===== config.mk =====
export PLATFORM = sky130hd
export DESIGN_NAME = cert_chain_verifier_flat
export DESIGN_NICKNAME = d
export VERILOG_FILES = /design/src/rtl/cert_chain_verifier_pkg.sv /design/src/rtl/cert_chain_verifier_if.sv /design/src/rtl/cert_chain_verifier_rom.sv /design/src/rtl/cert_chain_verifier.sv /design/src/flat_wrapper.sv
export SDC_FILE = /design/constraint.sdc
export NUM_CORES = 1
export LEC_CHECK = 0
export CORE_UTILIZATION = 50
export CTS_BUF_LIST = sky130_fd_sc_hd__clkbuf_8 sky130_fd_sc_hd__clkbuf_16
export CTS_CLUSTER_SIZE = 14
export DETAILED_ROUTE_END_ITERATION = 7
export PLACE_DENSITY_LB_ADDON = 0.3
export SYNTH_ARGS = -nofsm -noshare
export SYNTH_HDL_FRONTEND = slang
export SYNTH_SLANG_ARGS = --single-unit

===== constraint.sdc =====
create_clock -name clk -period 4.75 [get_ports clk]
set_clock_uncertainty 0.1 [all_clocks]
set_input_delay 1.1875 -clock clk [delete_from_list [all_inputs] [get_ports clk]]
set_output_delay 1.1875 -clock clk [all_outputs]
set_load 0.02 [all_outputs]

===== src/rtl/cert_chain_verifier_pkg.sv =====
// Shared definitions for the certificate chain verifier: FSM encoding,
// per-slot chain lengths, reference certificate contents, chunk derivation.
package cert_chain_verifier_pkg;

  typedef enum logic [1:0] {
    ST_IDLE,
    ST_WAIT,
    ST_COMPARE,
    ST_RESULT
  } state_t;

  localparam int DEF_NUM_SLOTS = 3;

  // Chain length per slot; 0 marks an empty (unprovisioned) slot.
  function automatic int unsigned chain_len(input int unsigned slot);
    case (slot)
      0:       return 6;
      1:       return 4;
      2:       return 5;
      default: return 0;
    endcase
  endfunction

  function automatic int unsigned num_chunks(input int unsigned payload_w, input int unsigned chunk_w);
    return payload_w / chunk_w;
  endfunction

  // Reference chunk content for (slot, 0-based cert index, chunk number).
  function automatic logic [31:0] ref_word(input int unsigned slot, input int unsigned idx,
                                           input int unsigned chunk);
    logic [31:0] s, i, c;
    s = slot;
    i = idx;
    c = chunk;
    return {8'hA5 ^ s[7:0], i[7:0], c[7:0], 8'h3C};
  endfunction

endpackage


===== src/rtl/cert_chain_verifier_if.sv =====
// Certificate delivery handshake: the host (master) offers a certificate,
// the verifier (slave) accepts it when ready.
interface cert_chain_verifier_if #(
  parameter int PAYLOAD_W = 256,
  parameter int CNT_W     = 8
);
  logic                 Payload_valid;
  logic                 Payload_ready;
  logic [PAYLOAD_W-1:0] Payload_in;
  logic [CNT_W-1:0]     Counter_in;

  modport master (output Payload_valid, Payload_in, Counter_in, input Payload_ready);
  modport slave  (input Payload_valid, Payload_in, Counter_in, output Payload_ready);
endinterface


===== src/rtl/cert_chain_verifier_rom.sv =====
// cert_ref_rom: synchronous reference store, address {slot, index-1, chunk},
// one cycle read latency. Kept as its own block so an OTP/RAM wrapper can
// replace it without touching the FSM.
module cert_ref_rom
  import cert_chain_verifier_pkg::*;
#(
  parameter int SLOT_W  = 2,
  parameter int IDX_W   = 3,
  parameter int CHK_W   = 3,
  parameter int CHUNK_W = 32
) (
  input  logic                          clk,
  input  logic [SLOT_W+IDX_W+CHK_W-1:0] addr,
  output logic [CHUNK_W-1:0]            data
);
  localparam int AW = SLOT_W + IDX_W + CHK_W;

  // Registered read of the reference chunk.
  always_ff @(posedge clk)
    data <= CHUNK_W'(ref_word(32'(addr[AW-1 -: SLOT_W]), 32'(addr[CHK_W +: IDX_W]),
                              32'(addr[CHK_W-1:0])));
endmodule


===== src/rtl/cert_chain_verifier.sv =====
// cert_chain_verifier: walks a certificate chain for one slot, checking
// in-order indices and comparing each payload against the reference store
// one CHUNK_W slice per cycle (constant latency, no early exit).
// Optional feature macro: CERT_CHAIN_TIMEOUT_EN (WAIT-state timeout).
module cert_chain_verifier
  import cert_chain_verifier_pkg::*;
#(
  parameter int PAYLOAD_W      = 256,
  parameter int CHUNK_W        = 32,
  parameter int NUM_SLOTS      = DEF_NUM_SLOTS,
  parameter int MAX_CERTS      = 8,
  parameter int CNT_W          = 8,
  parameter int TIMEOUT_CYCLES = 1024
) (
  input  logic                         clk,
  input  logic                         Reset_n,
  input  logic                         Start,
  input  logic                         Abort,
  input  logic [$clog2(NUM_SLOTS)-1:0] Slot,
  cert_chain_verifier_if.slave         cert,
  output logic                         Busy,
  output logic                         Valid_Certificate,
  output logic                         Error_Invalid_Certificate,
  output logic                         Error_Out_Of_Order,
  output logic                         Error_Invalid_Slot,
  output logic                         Error_Timeout,
  output logic                         Chain_done,
  output logic [CNT_W-1:0]             Cert_index
);
  localparam int NUM_CHUNKS = num_chunks(PAYLOAD_W, CHUNK_W);
  localparam int CHK_W      = (NUM_CHUNKS > 1) ? $clog2(NUM_CHUNKS) : 1;
  localparam int IDX_W      = (MAX_CERTS > 1) ? $clog2(MAX_CERTS) : 1;
  localparam int SLOT_W     = $clog2(NUM_SLOTS);

  state_t               state;
  logic [SLOT_W-1:0]    slot_q;
  logic [PAYLOAD_W-1:0] payload_q;
  logic                 mismatch;
  logic [CHK_W-1:0]     chunk;
  logic [CHK_W-1:0]     rom_chunk;
  logic [IDX_W-1:0]     rom_idx;
  logic [CHUNK_W-1:0]   rom_data;
  logic                 handshake;
  logic                 slot_ok;
  logic                 last_cert;

  assign handshake = (state == ST_WAIT) && cert.Payload_valid && cert.Payload_ready;
  assign slot_ok   = (32'(Slot) < 32'(NUM_SLOTS)) && (chain_len(32'(Slot)) != 0);
  assign last_cert = (Cert_index == CNT_W'(chain_len(32'(slot_q))));

  // WAIT presents chunk 0 so its data is ready on the first COMPARE cycle;
  // COMPARE prefetches the next chunk while checking the current one.
  assign rom_chunk = (state == ST_COMPARE) ? chunk + CHK_W'(1) : '0;
  assign rom_idx   = IDX_W'(Cert_index - CNT_W'(1));

  cert_ref_rom #(
    .SLOT_W (SLOT_W),
    .IDX_W  (IDX_W),
    .CHK_W  (CHK_W),
    .CHUNK_W(CHUNK_W)
  ) u_rom (
    .clk (clk),
    .addr({slot_q, rom_idx, rom_chunk}),
    .data(rom_data)
  );

`ifdef CERT_CHAIN_TIMEOUT_EN
  localparam int TO_W = $clog2(TIMEOUT_CYCLES + 1);
  logic [TO_W-1:0] to_cnt;
`else
  assign Error_Timeout = 1'b0;
`endif

  // Control FSM with registered handshake, status pulses and index.
  always_ff @(posedge clk or negedge Reset_n) begin
    if (!Reset_n) begin
      state                     <= ST_IDLE;
      slot_q                    <= '0;
      payload_q                 <= '0;
      mismatch                  <= 1'b0;
      chunk                     <= '0;
      Cert_index                <= '0;
      Busy                      <= 1'b0;
      cert.Payload_ready        <= 1'b0;
      Valid_Certificate         <= 1'b0;
      Error_Invalid_Certificate <= 1'b0;
      Error_Out_Of_Order        <= 1'b0;
      Error_Invalid_Slot        <= 1'b0;
      Chain_done                <= 1'b0;
`ifdef CERT_CHAIN_TIMEOUT_EN
      to_cnt                    <= '0;
      Error_Timeout             <= 1'b0;
`endif
    end else begin
      Valid_Certificate         <= 1'b0;
      Error_Invalid_Certificate <= 1'b0;
      Error_Out_Of_Order        <= 1'b0;
      Error_Invalid_Slot        <= 1'b0;
      Chain_done                <= 1'b0;
`ifdef CERT_CHAIN_TIMEOUT_EN
      Error_Timeout             <= 1'b0;
`endif
      if (Abort) begin
        state              <= ST_IDLE;
        Cert_index         <= '0;
        Busy               <= 1'b0;
        cert.Payload_ready <= 1'b0;
      end else begin
        case (state)
          ST_IDLE: if (Start) begin
            if (!slot_ok) begin
              Error_Invalid_Slot <= 1'b1;
            end else begin
              slot_q             <= Slot;
              Cert_index         <= CNT_W'(1);
              state              <= ST_WAIT;
              Busy               <= 1'b1;
              cert.Payload_ready <= 1'b1;
`ifdef CERT_CHAIN_TIMEOUT_EN
              to_cnt             <= '0;
`endif
            end
          end
          ST_WAIT: begin
            if (handshake) begin
              payload_q          <= cert.Payload_in;
              cert.Payload_ready <= 1'b0;
              if (cert.Counter_in != Cert_index) begin
                Error_Out_Of_Order <= 1'b1;
                state              <= ST_IDLE;
                Busy               <= 1'b0;
              end else begin
                mismatch <= 1'b0;
                chunk    <= '0;
                state    <= ST_COMPARE;
              end
            end
`ifdef CERT_CHAIN_TIMEOUT_EN
            else if (to_cnt == TO_W'(TIMEOUT_CYCLES - 1)) begin
              Error_Timeout      <= 1'b1;
              state              <= ST_IDLE;
              Busy               <= 1'b0;
              cert.Payload_ready <= 1'b0;
            end else begin
              to_cnt <= to_cnt + TO_W'(1);
            end
`endif
          end
          ST_COMPARE: begin
            mismatch <= mismatch | (rom_data != payload_q[int'(chunk)*CHUNK_W +: CHUNK_W]);
            chunk    <= chunk + CHK_W'(1);
            if (chunk == CHK_W'(NUM_CHUNKS - 1)) state <= ST_RESULT;
          end
          ST_RESULT: begin
            if (mismatch) begin
              Error_Invalid_Certificate <= 1'b1;
              state                     <= ST_IDLE;
              Busy                      <= 1'b0;
            end else if (last_cert) begin
              Valid_Certificate <= 1'b1;
              Chain_done        <= 1'b1;
              state             <= ST_IDLE;
              Busy              <= 1'b0;
            end else begin
              Valid_Certificate  <= 1'b1;
              if (Cert_index < CNT_W'(MAX_CERTS)) Cert_index <= Cert_index + CNT_W'(1);
              state              <= ST_WAIT;
              cert.Payload_ready <= 1'b1;
`ifdef CERT_CHAIN_TIMEOUT_EN
              to_cnt             <= '0;
`endif
            end
          end
          default: state <= ST_IDLE;
        endcase
      end
    end
  end
endmodule


===== src/flat_wrapper.sv =====
// flat-port wrapper written by rule: the top's interface ports become plain ports
module cert_chain_verifier_flat import cert_chain_verifier_pkg::*;
#(
  parameter int PAYLOAD_W      = 256,
  parameter int CHUNK_W        = 32,
  parameter int NUM_SLOTS      = DEF_NUM_SLOTS,
  parameter int MAX_CERTS      = 8,
  parameter int CNT_W          = 8,
  parameter int TIMEOUT_CYCLES = 1024
)
  (clk, Reset_n, Start, Abort, Slot, Busy, Valid_Certificate, Error_Invalid_Certificate, Error_Out_Of_Order, Error_Invalid_Slot, Error_Timeout, Chain_done, Cert_index, cert_Payload_valid, cert_Payload_in, cert_Counter_in, cert_Payload_ready);
  cert_chain_verifier_if #(.PAYLOAD_W(PAYLOAD_W), .CNT_W(CNT_W)) cert_i ();
  input  logic clk;
  input  logic Reset_n;
  input  logic Start;
  input  logic Abort;
  input  logic [$clog2(NUM_SLOTS)-1:0] Slot;
  output logic Busy;
  output logic Valid_Certificate;
  output logic Error_Invalid_Certificate;
  output logic Error_Out_Of_Order;
  output logic Error_Invalid_Slot;
  output logic Error_Timeout;
  output logic Chain_done;
  output logic [CNT_W-1:0] Cert_index;
  input wire logic [$bits(cert_i.Payload_valid)-1:0] cert_Payload_valid;
  input wire logic [$bits(cert_i.Payload_in)-1:0] cert_Payload_in;
  input wire logic [$bits(cert_i.Counter_in)-1:0] cert_Counter_in;
  output wire logic [$bits(cert_i.Payload_ready)-1:0] cert_Payload_ready;
  assign cert_i.Payload_valid = cert_Payload_valid;
  assign cert_i.Payload_in = cert_Payload_in;
  assign cert_i.Counter_in = cert_Counter_in;
  assign cert_Payload_ready = cert_i.Payload_ready;
  cert_chain_verifier #(.PAYLOAD_W(PAYLOAD_W), .CHUNK_W(CHUNK_W), .NUM_SLOTS(NUM_SLOTS), .MAX_CERTS(MAX_CERTS), .CNT_W(CNT_W), .TIMEOUT_CYCLES(TIMEOUT_CYCLES)) u_core (.clk(clk), .Reset_n(Reset_n), .Start(Start), .Abort(Abort), .Slot(Slot), .cert(cert_i), .Busy(Busy), .Valid_Certificate(Valid_Certificate), .Error_Invalid_Certificate(Error_Invalid_Certificate), .Error_Out_Of_Order(Error_Out_Of_Order), .Error_Invalid_Slot(Error_Invalid_Slot), .Error_Timeout(Error_Timeout), .Chain_done(Chain_done), .Cert_index(Cert_index));
endmodule

==> impl_metrics.tcl <==
set metrics [dict create \
    outcome "finished clean" \
    critPathLaunchType "register" \
    main_combinational_cell_family_by_area_after_synthesis "multiplexers" \
    clock_sinks 287 \
    first_global_vias 8172 \
    slew_headroom 0.323 \
    place.detailed.hpwl_um 19700 \
    critPathMaxStageDelay_ns 0.68 \
    cp_max_fo 9 \
    final_layout_size_suffix_gt1_frac 0.296 \
    reg2reg_setup_slack_ns 1.93 \
    viasPerCell 5.33 \
    synth.mux.area_fraction 0.284 \
    clk_pin_slew_ns 0.06 \
    dr_wl_met2_um 13300 \
    synth_cells 816 \
    detail_route.wirelength.met1_um 11600 \
    grt_first_pass_wirelength_um 43500 \
    routabilityCongestion 0.755 \
    first_pass_iters 4 \
    total_cts_buffers 30 \
    h-tree-depth 1 \
    postSynthNetCount 1091 \
    syn-mean-instance-area_um2 14.9 \
    adder_and_majority_gate_portion_of_the_synthesized_area 0.00412 \
    core_mm2 0.0237 \
    critPathRequiredTime_ns 3.46 \
    ordered_cell_list_for_the_critical_path "clkdlybuf4s50_1" \
    clk-insertion-delay-late_ns 0.55 \
    synth_edf_count 0 \
    nets 1376 \
    criticalPathCategory "register to primary output" \
    static_leak_nw 6.87 \
    grt_antenna_before_repair 4 \
    met3RoutedLength_um 2030 \
    worst-slew-pin-transition_ns 1.02 \
    row_count 56 \
    fp.dieW_um 158 \
    initial_core_utilization 0.513 \
    cts_max_path_bufs 3 \
    all_layer_gr_usage 0.227 \
    final_min_period_over_clock_period 0.642 \
    final-seq-area_mm2 0.00714 \
    synth_area_mm2 0.0122 \
    finalMaxSlewViolations 0 \
    globalRouteOverflowTotal 0 \
    fp.dieArea_mm2 0.0249 \
    critPathBufInv 1 \
    synth_ff_type "sky130_fd_sc_hd__dfrtp_1" \
    final_sum_of_negative_setup_slack_ns 0 \
    final-setup-viol-count 0 \
    timing.hold.worst.class "register to register" \
    multiInputGateArea_mm2 0.00476 \
    synth.lib_cells_used.distinct 55 \
    worst_setup_path_end_kind "primary output" \
    ant_nets 0 \
    cts-resized-gates 0 \
    async_flop_share 0.972 \
    layout.filler_cells 1700 \
    synth_xor_area_frac 0.0144 \
    cts.hold.buffers_added 0 \
    cts_root_buf "sky130_fd_sc_hd__clkbuf_16" \
    post_synth_and_or_nand_nor_area_fraction 0.0650 \
    grt_setup_unrepaired "false" \
    chipHeight_um 158 \
    slowest_stage "sky130_fd_sc_hd__clkdlybuf4s50_1" \
    routed_wl_um 27800 \
    synth.yosys.seq_area_share 0.588 \
    placement.io_buffers 285 \
    max_cap_violations 0 \
    yosys_register_bits 287 \
    final_hold_viol_count 0 \
    final_period_minus_worst_setup_slack_ns 3.05 \
    top_level_ports 287 \
    syn2layout_area_growth_pct 34.5 \
    largest_net_degree_at_the_start_of_global_routing 130 \
    routedWlPerCell_um 19.3 \
    via_total_after_detailed_routing 7684 \
    route.detailed.drc 0 \
    post-route-util 0.690 \
    first_iter_violations 291 \
    max_clock_freq_ghz 0.328 \
    postCtsSetupBuffers 0 \
    cp.arrival_ns 1.76 \
    ir_drop_uv 357 \
    power_density_over_the_cells_mw_per_mm2 448 \
    top_layer "met5" \
    cp_top_family "buffers and inverters" \
    synth-compound-area-share 0.0230 \
    synth_warn 0 \
    cts_tree "yes" \
]
==> through the flow <==
stage / setup WS, ns / std cells / cell area (µm²) / total power [W] / hold slack [ns]
2_1_floorplan: 1.93 / 816 / 12200 / 0.00440 / 0.289
3_3_place_gp: 1.22 / 1388 / 15300 / 0.00486 / 0.335
3_5_place_dp: 1.23 / 1388 / 15300 / 0.00497 / 0.342
4_1_cts: 1.68 / 1440 / 16300 / 0.00740 / 0.362
5_1_grt: 1.62 / 1442 / 16300 / 0.00769 / 0.372
6_report: 1.70 / 1443 / 16300 / 0.00732 / 0.351
==> report_power, final <==
part / internal, W / leakage [nW] / switching [W]
clock network: 0.00147 / 0.516 / 0.000933
logic: 0.000923 / 2.81 / 0.000405
registers: 0.00319 / 3.54 / 0.000399
total: 0.00559 / 6.87 / 0.00174
==> routing by layer <==
layer / track usage / vias up
li1: - / 3559
met1: 0.288 / 3846
met2: 0.372 / 225
met3: 0.0652 / 50
met4: 0.0777 / 4
met5: 0 / -
==> state kept, by name, indices dropped and copies added, names as in the netlist, 2 cells and up <==
signal / flops
u_core.payload_q: 256
u_core.Cert_index: 8
u_core.u_rom.data: 8
u_core.chunk: 3
u_core.slot_q: 2
u_core.state: 2
==> cell type report <==
cell class,count,share of cell area
timing repair buffer,294,0.182
inverter,10,0.00230
sequential,287,0.437
antenna,3,0.000459
tap,319,0.0244
clock buffer,36,0.0517
clock inverter,16,0.0114
multi-input combinational,478,0.291
==> placed cells by master (no fill, tap or decap), types with 3 or more instances in the layout <==
cell	instances
sky130_fd_sc_hd__clkdlybuf4s50_1	284
sky130_fd_sc_hd__dfrtp_1	278
sky130_fd_sc_hd__mux2_2	259
sky130_fd_sc_hd__clkbuf_16	31
sky130_fd_sc_hd__nand2_1	22
sky130_fd_sc_hd__nor4_1	17
sky130_fd_sc_hd__nor4b_1	15
sky130_fd_sc_hd__inv_1	13
sky130_fd_sc_hd__nor2_1	13
sky130_fd_sc_hd__nor3_1	11
sky130_fd_sc_hd__xnor2_1	11
sky130_fd_sc_hd__mux4_1	11
sky130_fd_sc_hd__xor2_1	9
sky130_fd_sc_hd__o21ai_0	9
sky130_fd_sc_hd__nor4bb_1	9
sky130_fd_sc_hd__mux2i_1	9
sky130_fd_sc_hd__dfxtp_1	8
sky130_fd_sc_hd__a21oi_1	7
sky130_fd_sc_hd__mux4_2	7
sky130_fd_sc_hd__nor2b_1	6
sky130_fd_sc_hd__and2_1	6
sky130_fd_sc_hd__nand3_1	6
sky130_fd_sc_hd__a31oi_1	6
sky130_fd_sc_hd__nor3b_1	5
sky130_fd_sc_hd__clkbuf_8	5
sky130_fd_sc_hd__buf_4	5
sky130_fd_sc_hd__ha_1	4
sky130_fd_sc_hd__bufinv_16	4
sky130_fd_sc_hd__clkinv_2	4
sky130_fd_sc_hd__buf_12	4
sky130_fd_sc_hd__diode_2	3
sky130_fd_sc_hd__and4b_1	3
sky130_fd_sc_hd__clkinvlp_4	3
==> kinds of logic (layout without fill, tap and decap cells) <==
logic type / count (synthesis) / count (layout)
other cells: 1 / 4
buf+inv: 51 / 356
simple gates: 126 / 126
mux: 286 / 286
xor+xnor: 20 / 20
fa+ha+maj: 4 / 4
compound gates: 41 / 41
flops: 287 / 287
==> worst paths after layout <==
| path | startpoint | cells after the start | to |
|---|---|---|---|
| setup / recovery | u_core.Cert_index[2] | 1 | Cert_index[2] |
| hold / removal | u_core.slot_q[1] | 0 | u_core.u_rom.data[25] |
| setup reg to reg | u_core.chunk[1] | 7 | u_core.mismatch |
| hold reg to reg | u_core.slot_q[1] | 0 | u_core.u_rom.data[25] |
| max in group asynchronous | Reset_n | 2 | u_core.payload_q[0] |
| min in group asynchronous | Reset_n | 1 | u_core.Cert_index[7] |
==> synth_stat cells (7+ instances only) <==
master / count / area [µm²]
sky130_fd_sc_hd__clkbuf_1: 8 / 30.0
sky130_fd_sc_hd__inv_1: 9 / 33.8
sky130_fd_sc_hd__buf_2: 28 / 140
sky130_fd_sc_hd__nor3_1: 12 / 60.1
sky130_fd_sc_hd__mux4_1: 11 / 289
sky130_fd_sc_hd__nor4b_1: 15 / 131
sky130_fd_sc_hd__nand2_1: 22 / 82.6
sky130_fd_sc_hd__mux2_2: 259 / 2920
sky130_fd_sc_hd__dfrtp_1: 279 / 6980
sky130_fd_sc_hd__a21oi_1: 7 / 35.0
sky130_fd_sc_hd__mux2i_1: 9 / 90.1
sky130_fd_sc_hd__nor2_1: 13 / 48.8
sky130_fd_sc_hd__xor2_1: 9 / 78.8
sky130_fd_sc_hd__mux4_2: 7 / 158
sky130_fd_sc_hd__dfxtp_1: 8 / 160
sky130_fd_sc_hd__nor4_1: 17 / 106
sky130_fd_sc_hd__xnor2_1: 11 / 96.3
sky130_fd_sc_hd__nor4bb_1: 9 / 90.1
sky130_fd_sc_hd__o21ai_0: 9 / 45.0
Note: power is estimated with default switching activity, not from simulation.
